===== src/rtl/multi_player_mover.sv =====
// Moves NPLAYERS (x,y) positions from active-low 4-key pads, updating only during vertical blanking.
// Optional build macro DIAGONAL_MOVE_EN decodes each axis independently (diagonal moves allowed).
module multi_player_mover #(
    parameter int unsigned NPLAYERS  = 2,
    parameter int unsigned W         = 11,
    parameter int unsigned X_MIN     = 0,
    parameter int unsigned X_MAX     = 799,
    parameter int unsigned Y_MIN     = 0,
    parameter int unsigned Y_MAX     = 599,
    parameter int unsigned STEP      = 1,
    parameter int unsigned FRAME_DIV = 1,
    parameter int unsigned INIT_X    = 400,
    parameter int unsigned INIT_Y    = 300,
    parameter int unsigned INIT_DX   = 64
) (
    input  logic                  clk,
    input  logic                  reset_n,
    input  logic                  SOF,
    input  logic                  EOF,
    input  logic                  enable,
    input  logic [4*NPLAYERS-1:0] key,
    output logic [W*NPLAYERS-1:0] pos_x,
    output logic [W*NPLAYERS-1:0] pos_y,
    output logic [NPLAYERS-1:0]   moved,
    output logic                  busy
);

    localparam int unsigned IW = (NPLAYERS > 1) ? $clog2(NPLAYERS) : 1;
    localparam int unsigned WE = W + 1;

    localparam logic [1:0] StDisp = 2'd0;
    localparam logic [1:0] StCnt  = 2'd1;
    localparam logic [1:0] StUpd  = 2'd2;
    localparam logic [1:0] StIdle = 2'd3;

    logic [1:0]    state_q, state_d;
    logic [7:0]    cnt_q, cnt_d, cnt_inc;
    logic [IW-1:0] idx_q, idx_d;
    logic          take_snap;
    logic          do_write;
    logic [3:0]    snap_q [NPLAYERS];
    logic [W-1:0]  x_q    [NPLAYERS];
    logic [W-1:0]  y_q    [NPLAYERS];
    logic [NPLAYERS-1:0] moved_q;

    logic [3:0]   k;
    logic         right, left, down, up;
    logic [W-1:0] cur_x, cur_y, new_x, new_y;
    logic [WE-1:0] sum_x, sum_y;

    // SOF overrides everything, so a coincident EOF is dropped and an update in flight is aborted.
    always_comb begin
        state_d   = state_q;
        cnt_d     = cnt_q;
        idx_d     = idx_q;
        take_snap = 1'b0;
        cnt_inc   = cnt_q + 8'd1;
        if (SOF) begin
            state_d = StDisp;
        end else begin
            case (state_q)
                StDisp: if (EOF) state_d = StCnt;
                StCnt: begin
                    if (cnt_inc == 8'(FRAME_DIV)) begin
                        cnt_d = 8'd0;
                        if (enable) begin
                            take_snap = 1'b1;
                            idx_d     = '0;
                            state_d   = StUpd;
                        end else begin
                            state_d = StIdle;
                        end
                    end else begin
                        cnt_d   = cnt_inc;
                        state_d = StIdle;
                    end
                end
                StUpd: begin
                    if (idx_q == IW'(NPLAYERS - 1)) state_d = StIdle;
                    else                            idx_d   = idx_q + IW'(1);
                end
                default: state_d = state_q;
            endcase
        end
    end

    assign do_write = (state_q == StUpd) && !SOF;

    always_comb begin
        cur_x = x_q[idx_q];
        cur_y = y_q[idx_q];
        k     = snap_q[idx_q];
`ifdef DIAGONAL_MOVE_EN
        right = !k[0] &&  k[3];
        left  =  k[0] && !k[3];
        down  = !k[1] &&  k[2];
        up    =  k[1] && !k[2];
`else
        right = (k == 4'b1110);
        down  = (k == 4'b1101);
        up    = (k == 4'b1011);
        left  = (k == 4'b0111);
`endif
        // One extra bit so the upward clamp cannot wrap.
        sum_x = {1'b0, cur_x} + WE'(STEP);
        sum_y = {1'b0, cur_y} + WE'(STEP);
        new_x = cur_x;
        new_y = cur_y;
        if (right) begin
            new_x = (sum_x > WE'(X_MAX)) ? W'(X_MAX) : sum_x[W-1:0];
        end else if (left) begin
            new_x = ({1'b0, cur_x} < WE'(X_MIN + STEP)) ? W'(X_MIN) : cur_x - W'(STEP);
        end
        if (down) begin
            new_y = (sum_y > WE'(Y_MAX)) ? W'(Y_MAX) : sum_y[W-1:0];
        end else if (up) begin
            new_y = ({1'b0, cur_y} < WE'(Y_MIN + STEP)) ? W'(Y_MIN) : cur_y - W'(STEP);
        end
    end

    always_ff @(posedge clk or negedge reset_n) begin
        if (!reset_n) begin
            state_q <= StDisp;
            cnt_q   <= 8'd0;
            idx_q   <= '0;
            moved_q <= '0;
            for (int i = 0; i < NPLAYERS; i++) begin
                snap_q[i] <= 4'hF;
                x_q[i]    <= W'(INIT_X + i * INIT_DX);
                y_q[i]    <= W'(INIT_Y);
            end
        end else begin
            state_q <= state_d;
            cnt_q   <= cnt_d;
            idx_q   <= idx_d;
            moved_q <= '0;
            if (take_snap) begin
                for (int i = 0; i < NPLAYERS; i++) snap_q[i] <= key[4*i +: 4];
            end
            if (do_write) begin
                x_q[idx_q]     <= new_x;
                y_q[idx_q]     <= new_y;
                moved_q[idx_q] <= (new_x != cur_x) || (new_y != cur_y);
            end
        end
    end

    for (genvar g = 0; g < NPLAYERS; g++) begin : g_out
        assign pos_x[W*g +: W] = x_q[g];
        assign pos_y[W*g +: W] = y_q[g];
    end

    assign moved = moved_q;
    assign busy  = (state_q == StUpd);

endmodule


===== config.mk =====
export PLATFORM = sky130hd
export DESIGN_NAME = multi_player_mover
export DESIGN_NICKNAME = d
export VERILOG_FILES = /design/src/rtl/multi_player_mover.sv
export SDC_FILE = /design/constraint.sdc
export NUM_CORES = 1
export LEC_CHECK = 0
export CORE_ASPECT_RATIO = 1.1
export CORE_MARGIN = 3
export CORE_UTILIZATION = 50
export CTS_CLUSTER_DIAMETER = 80
export CTS_CLUSTER_SIZE = 10
export DETAILED_ROUTE_END_ITERATION = 6
export DONT_BUFFER_PORTS = 1
export GPL_TIMING_DRIVEN = 1
export SYNTH_ARGS = -nofsm -noshare
export SYNTH_HDL_FRONTEND = slang
export SYNTH_SLANG_ARGS = --single-unit

===== constraint.sdc =====
create_clock -name clk -period 4.9 [get_ports clk]
set_clock_uncertainty 0.05 [all_clocks]
set_input_delay 0 -clock clk [delete_from_list [all_inputs] [get_ports clk]]
set_output_delay 0 -clock clk [all_outputs]
set_load 0.02 [all_outputs]

* Word level (Yosys, flattened, before mapping)
Index checks and enable logic that the tools add are counted.
** Cells by class
- $add $sub $neg :: 6
- Order comparisons :: 8
- Eq/ne operators :: 13
- Multiplexer cells :: 39
- Bitwise operators :: 3
- Reductions and logical operators :: 11
** Operators with widths (count)
- $mux 11 :: 15
- $bwmux 22 :: 2
- $add 11x1->12 const B :: 2
- $gt 12x10->1 const B :: 2
- $lt 11x1->1 const B :: 2
- $ne 11x11->1 :: 2
- $sub 11x1->11 const B :: 2
- $eq 4x4->1 const B :: 3
- $mux 4 :: 3
- $demux 11 s1 :: 1
- $mux 2 :: 5
- $mux 1 :: 9
- $add 8x1->8 const B :: 1
- $eq 8x1->1 const B :: 1
- $mux 8 :: 1
- $pmux 2 s3 :: 1
- $eq 4x3->1 const B :: 1
- $ne 2x2->1 const B :: 2
- $reduce_and 4->1 :: 1
- $reduce_bool 4->1 :: 1
- $logic_and 1x1->1 :: 3
- $ne 3x2->1 const B :: 1
- $ne 3x3->1 const B :: 1
- $reduce_and 3->1 :: 1
- 17 further kinds :: 17
** Storage, ports and cells
- Register bits after elaboration :: 65
- Output and inout port bits :: 47

* Depth between registers and ports, before layout
- Depth in word-level cells :: 12
- Mapped depth :: 17

* Least setup slack after synthesis
OpenSTA, ideal clock, no wires.
- Kind :: reg2reg
- Start point :: register idx_q
- End point :: register moved_q[0] (netlist: moved[0])
- Arrival time :: 3264 ps
- Path slack :: 1451 ps
- Stages on the path, launching flop included :: 15
- Buffers on the path :: 4
- Period minus slack after synthesis :: 3449 ps
- Cells stage by stage :: dfrtp_1 buf_6 buf_6 buf_2 buf_4 mux2i_1 inv_1 ha_1 a311oi_1 o221ai_1 o311a_1 o311ai_4 mux2_2 nor4_2 a21oi_1
** On the way
- Longest elaborated chain between the ends :: 12
** RTL lines
- from (decl) :: RTL line 38 : logic [IW-1:0] idx_q, idx_d;
- from (signal assigned) :: RTL line 135 : idx_q <= idx_d;
- $not 1->2 (not written as such) :: RTL line 90, 91, 92
- $mux 11, on equally long branches (3 in series) :: RTL line 90, 91
- $add 11x1->12 (tied with other cells) :: RTL line 105 : sum_x = {1'b0, cur_x} + WE'(STEP);
- $gt 12x10->1 (tied with other cells) :: RTL line 110 : new_x = (sum_x > WE'(X_MAX)) ? W'(X_MAX) : sum_x[W-1:0];
- $mux 11, on equally long branches
- $mux 11, on equally long branches :: RTL line 109, 114
- $ne 11x11->1 :: RTL line 143 : moved_q[idx_q] <= (new_x != cur_x) || (new_y != cur_y);
- $logic_or 1x1->1 :: RTL line 143
- $and 2x2->2 (no source line) *
- $mux 2 * :: RTL line 140 : if (do_write) begin
- to (signal, indexed assignment) :: RTL line 143
- to (decl) :: RTL line 44 : logic [NPLAYERS-1:0] moved_q;
Every way passes the cells marked *; elsewhere a longest branch is shown, timed or not. The select of a mux whose other input is x is not followed.
A chain may end at the register's enable or synchronous reset.

* Worst setup path in the final report
Ends and elaborated chain as after synthesis.

==> impl_metrics.toml <==
[status]
outcome = "finished, final reports clean"

[sta]
max_freq_mhz = 249
timing.final.crit_share_pct = 82.1
fin_setup_tns_ns = 0
slew_violations = 0
rsz0062_at_grt = "no"
worst_hold_slack_ns = 0.107
slew_headroom_pct = 30.3
period_minus_slack_ns = 4.02
worstMarginPinSlew_ns = 1.05
setup_slack_ns = 0.878
hold_viol_final = 0
finalSetupViolations = 0

[global_routing]
grt_first_pass_wirelength_um = 25400
grt_pass1_vias = 4738
antenna_found_initial = 0
grt_max_degree = 66
grt.overflow.total = 0
grt_use_total_pct = 26.8

[floorplanning]
row_count = 38
core_area_um2 = 10000
die_h_um = 113
ios = 60
start_util_pct = 52.2
die_area_um2 = 11700
die_w_um = 104

[power_and_ir_drop]
p_clk_share_pct = 27.3
p_sw_uw = 678
total_power_mw = 1.81
power_frac_comb_pct = 34.3
p_sw_share_pct = 37.4
powerDensity_nw_per_um2 = 321
seqPwrFrac_pct = 38.5
p_leak_nw = 2.18
cell_internal_pwr_mw = 1.13
ir_drop_v = 0.000266

[clock_tree]
cts_setup_buffers = 0
clk_pin_slew_ns = 0.08
cts_hold_buf = 13
cts_inserted_buffers = 9
ctsResizeCount = 0
clock_path_buffers = 2
cts_tree = "built"
cts.sinks = 65
ctsHtreeMaxLevel = 3
cts_root_buf = "clkbuf_8"
clock_latency_ns = 0.37

[job]
maxCapViolCount = 0

[yosys]
synth-main-ff-cell = "dfrtp_1"
yosys_register_bits = 65
async_flop_share_pct = 100
synthCells = 617
synth_area_um2 = 5230
synth-warning-count = 0
netlist_top_cells_area = "dfrtp_1, dfstp_2, mux2_2, nand2_1, o21ai_0"
synth_area_per_cell_um2 = 8.48
netlist_top_cells_count = "nand2_1, o21ai_0, dfrtp_1"
syn_nets = 639
synth.most_common_cell = "nand2_1"
synth_largest_area_cell = "dfrtp_1"
synth_top_area_share_pct = 20.1
yosys.cell_types.count = 80
yosysSeqAreaShare_pct = 31.6
synth_edf_count = 0

[drt]
vias_per_cell = 6.40
drcViolationCount = 0
detail-route-antenna-nets = 0
totalWireLength_um = 15400
vias = 4876
wl_per_cell_um = 20.2
dr.pass1.iters = 6
drt_iter0_markers = 294

[finish]
n_antenna_cell = 0
fin_nets = 639
final_area_um2 = 5640
area_growth_pct = 7.75
drive_above_1_share_pct = 14.6

[placement]
place_congestion = 0.976
dp_hpwl_um = 11400
placed_cell_area_um2 = 5280
post-place-ws_ns = 0.962
io_buffers = 0

[critical_path]
critPathKind = "flop to flop"
path_max_fanout = 36
crit_path_start = "idx_q"
rr_worst_depth = 8
start_kind = "flop"
r2r_end = "moved[0]"
reg2reg_from = "idx_q"
worstPathRequired_ns = 5.08
reg2reg_slack_ns = 0.88
cp-endpoint = "moved[0]"
critical_path_arrival_ns = 4.20
endpoint_kind = "flop"

[worst_hold_path]
hold_class = "input pin to async pin"
## critical path, stage by stage (launching register included)
cell and delay, ns:
dfrtp_2 0.82, nand4_2 0.28, a222oi_1 0.81, nand2_1 0.26, xor2_1 0.26, o311ai_4 0.59, mux2_2 0.42, nor4_2 0.26
a21oi_1 0.11
## layer usage
layer	global-route usage (%)	vias up	wire, um
met5	0	-	0
met4	9.93	0	409
met3	5.59	35	939
met2	43.4	189	7050
met1	35.7	2339	7000
li1	-	2313	-
## power groups by stage
stage | sequential [mW] | combinational, mW | clock [mW]
2_1_floorplan | 0.657 | 0.547 | 0
3_3_place_gp | 0.703 | 0.584 | 0
3_5_place_dp | 0.706 | 0.593 | 0
4_1_cts | 0.696 | 0.618 | 0.509
5_1_grt | 0.708 | 0.686 | 0.535
6_report | 0.697 | 0.621 | 0.494
## stage by stage
stage          utilization (%)  instances
2_1_floorplan                -        617
3_3_place_gp              52.6        733
3_5_place_dp              52.6        733
4_1_cts                   56.2        762
5_1_grt                   56.2        762
6_report                  56.2        762
## cells in the final DEF, fill, tap and decap left out, drive strengths merged, types with 9 or more instances in the layout
cell | synthesis | final
dlygate4sd3 | 0 | 12
nor3 | 17 | 17
nand4 | 9 | 9
nand3b | 9 | 9
dfrtp | 42 | 42
inv | 19 | 22
and3 | 9 | 9
nand3 | 20 | 20
nand2 | 81 | 81
a21oi | 30 | 30
mux2 | 31 | 31
ha | 9 | 9
mux2i | 22 | 22
xnor2 | 14 | 14
dfstp | 23 | 23
nor2 | 37 | 37
o21ai | 69 | 69
clkbuf | 13 | 10
## kinds of logic after synthesis
kind of cell	after synthesis	synth area share [%]
xor+xnor	19	3.18
fa+ha+maj	9	2.15
compound gates	190	24.7
simple gates	233	23.0
flops	65	31.6
mux	53	10.9
buf+inv	48	4.54
## sequential cells by signal, indices dropped and copies added, names as in the netlist
name and flops:
idx_q 1, state_q 2, cnt_q 8, moved 2
pos_x 22, pos_y 22, snap_q 8
## cell type report
| type | instances | area, um^2 |
|---|---|---|
| fillers | 945 | 4390 |
| flip-flops and latches | 65 | 1660 |
| inverters | 19 | 71.3 |
| well taps | 140 | 175 |
| multi-input cells | 504 | 3340 |
| clock buffers | 10 | 138 |
| clock inverters | 6 | 72.6 |
| repair buffers | 18 | 185 |
## worst min path at each step
stage | end | slack, ns | cells past startpoint | startpoint
2_1_floorplan | cnt_q[0] | -0.35 | 0 | reset_n
3_3_place_gp | pos_x[5] | -0.34 | 0 | reset_n
3_5_place_dp | pos_x[5] | -0.34 | 0 | reset_n
4_1_cts | pos_x[5] | 0.09 | 2 | reset_n
5_1_grt | pos_x[6] | 0.13 | 2 | reset_n
6_report | pos_x[6] | 0.11 | 2 | reset_n
(Power assumes the default switching activity.)
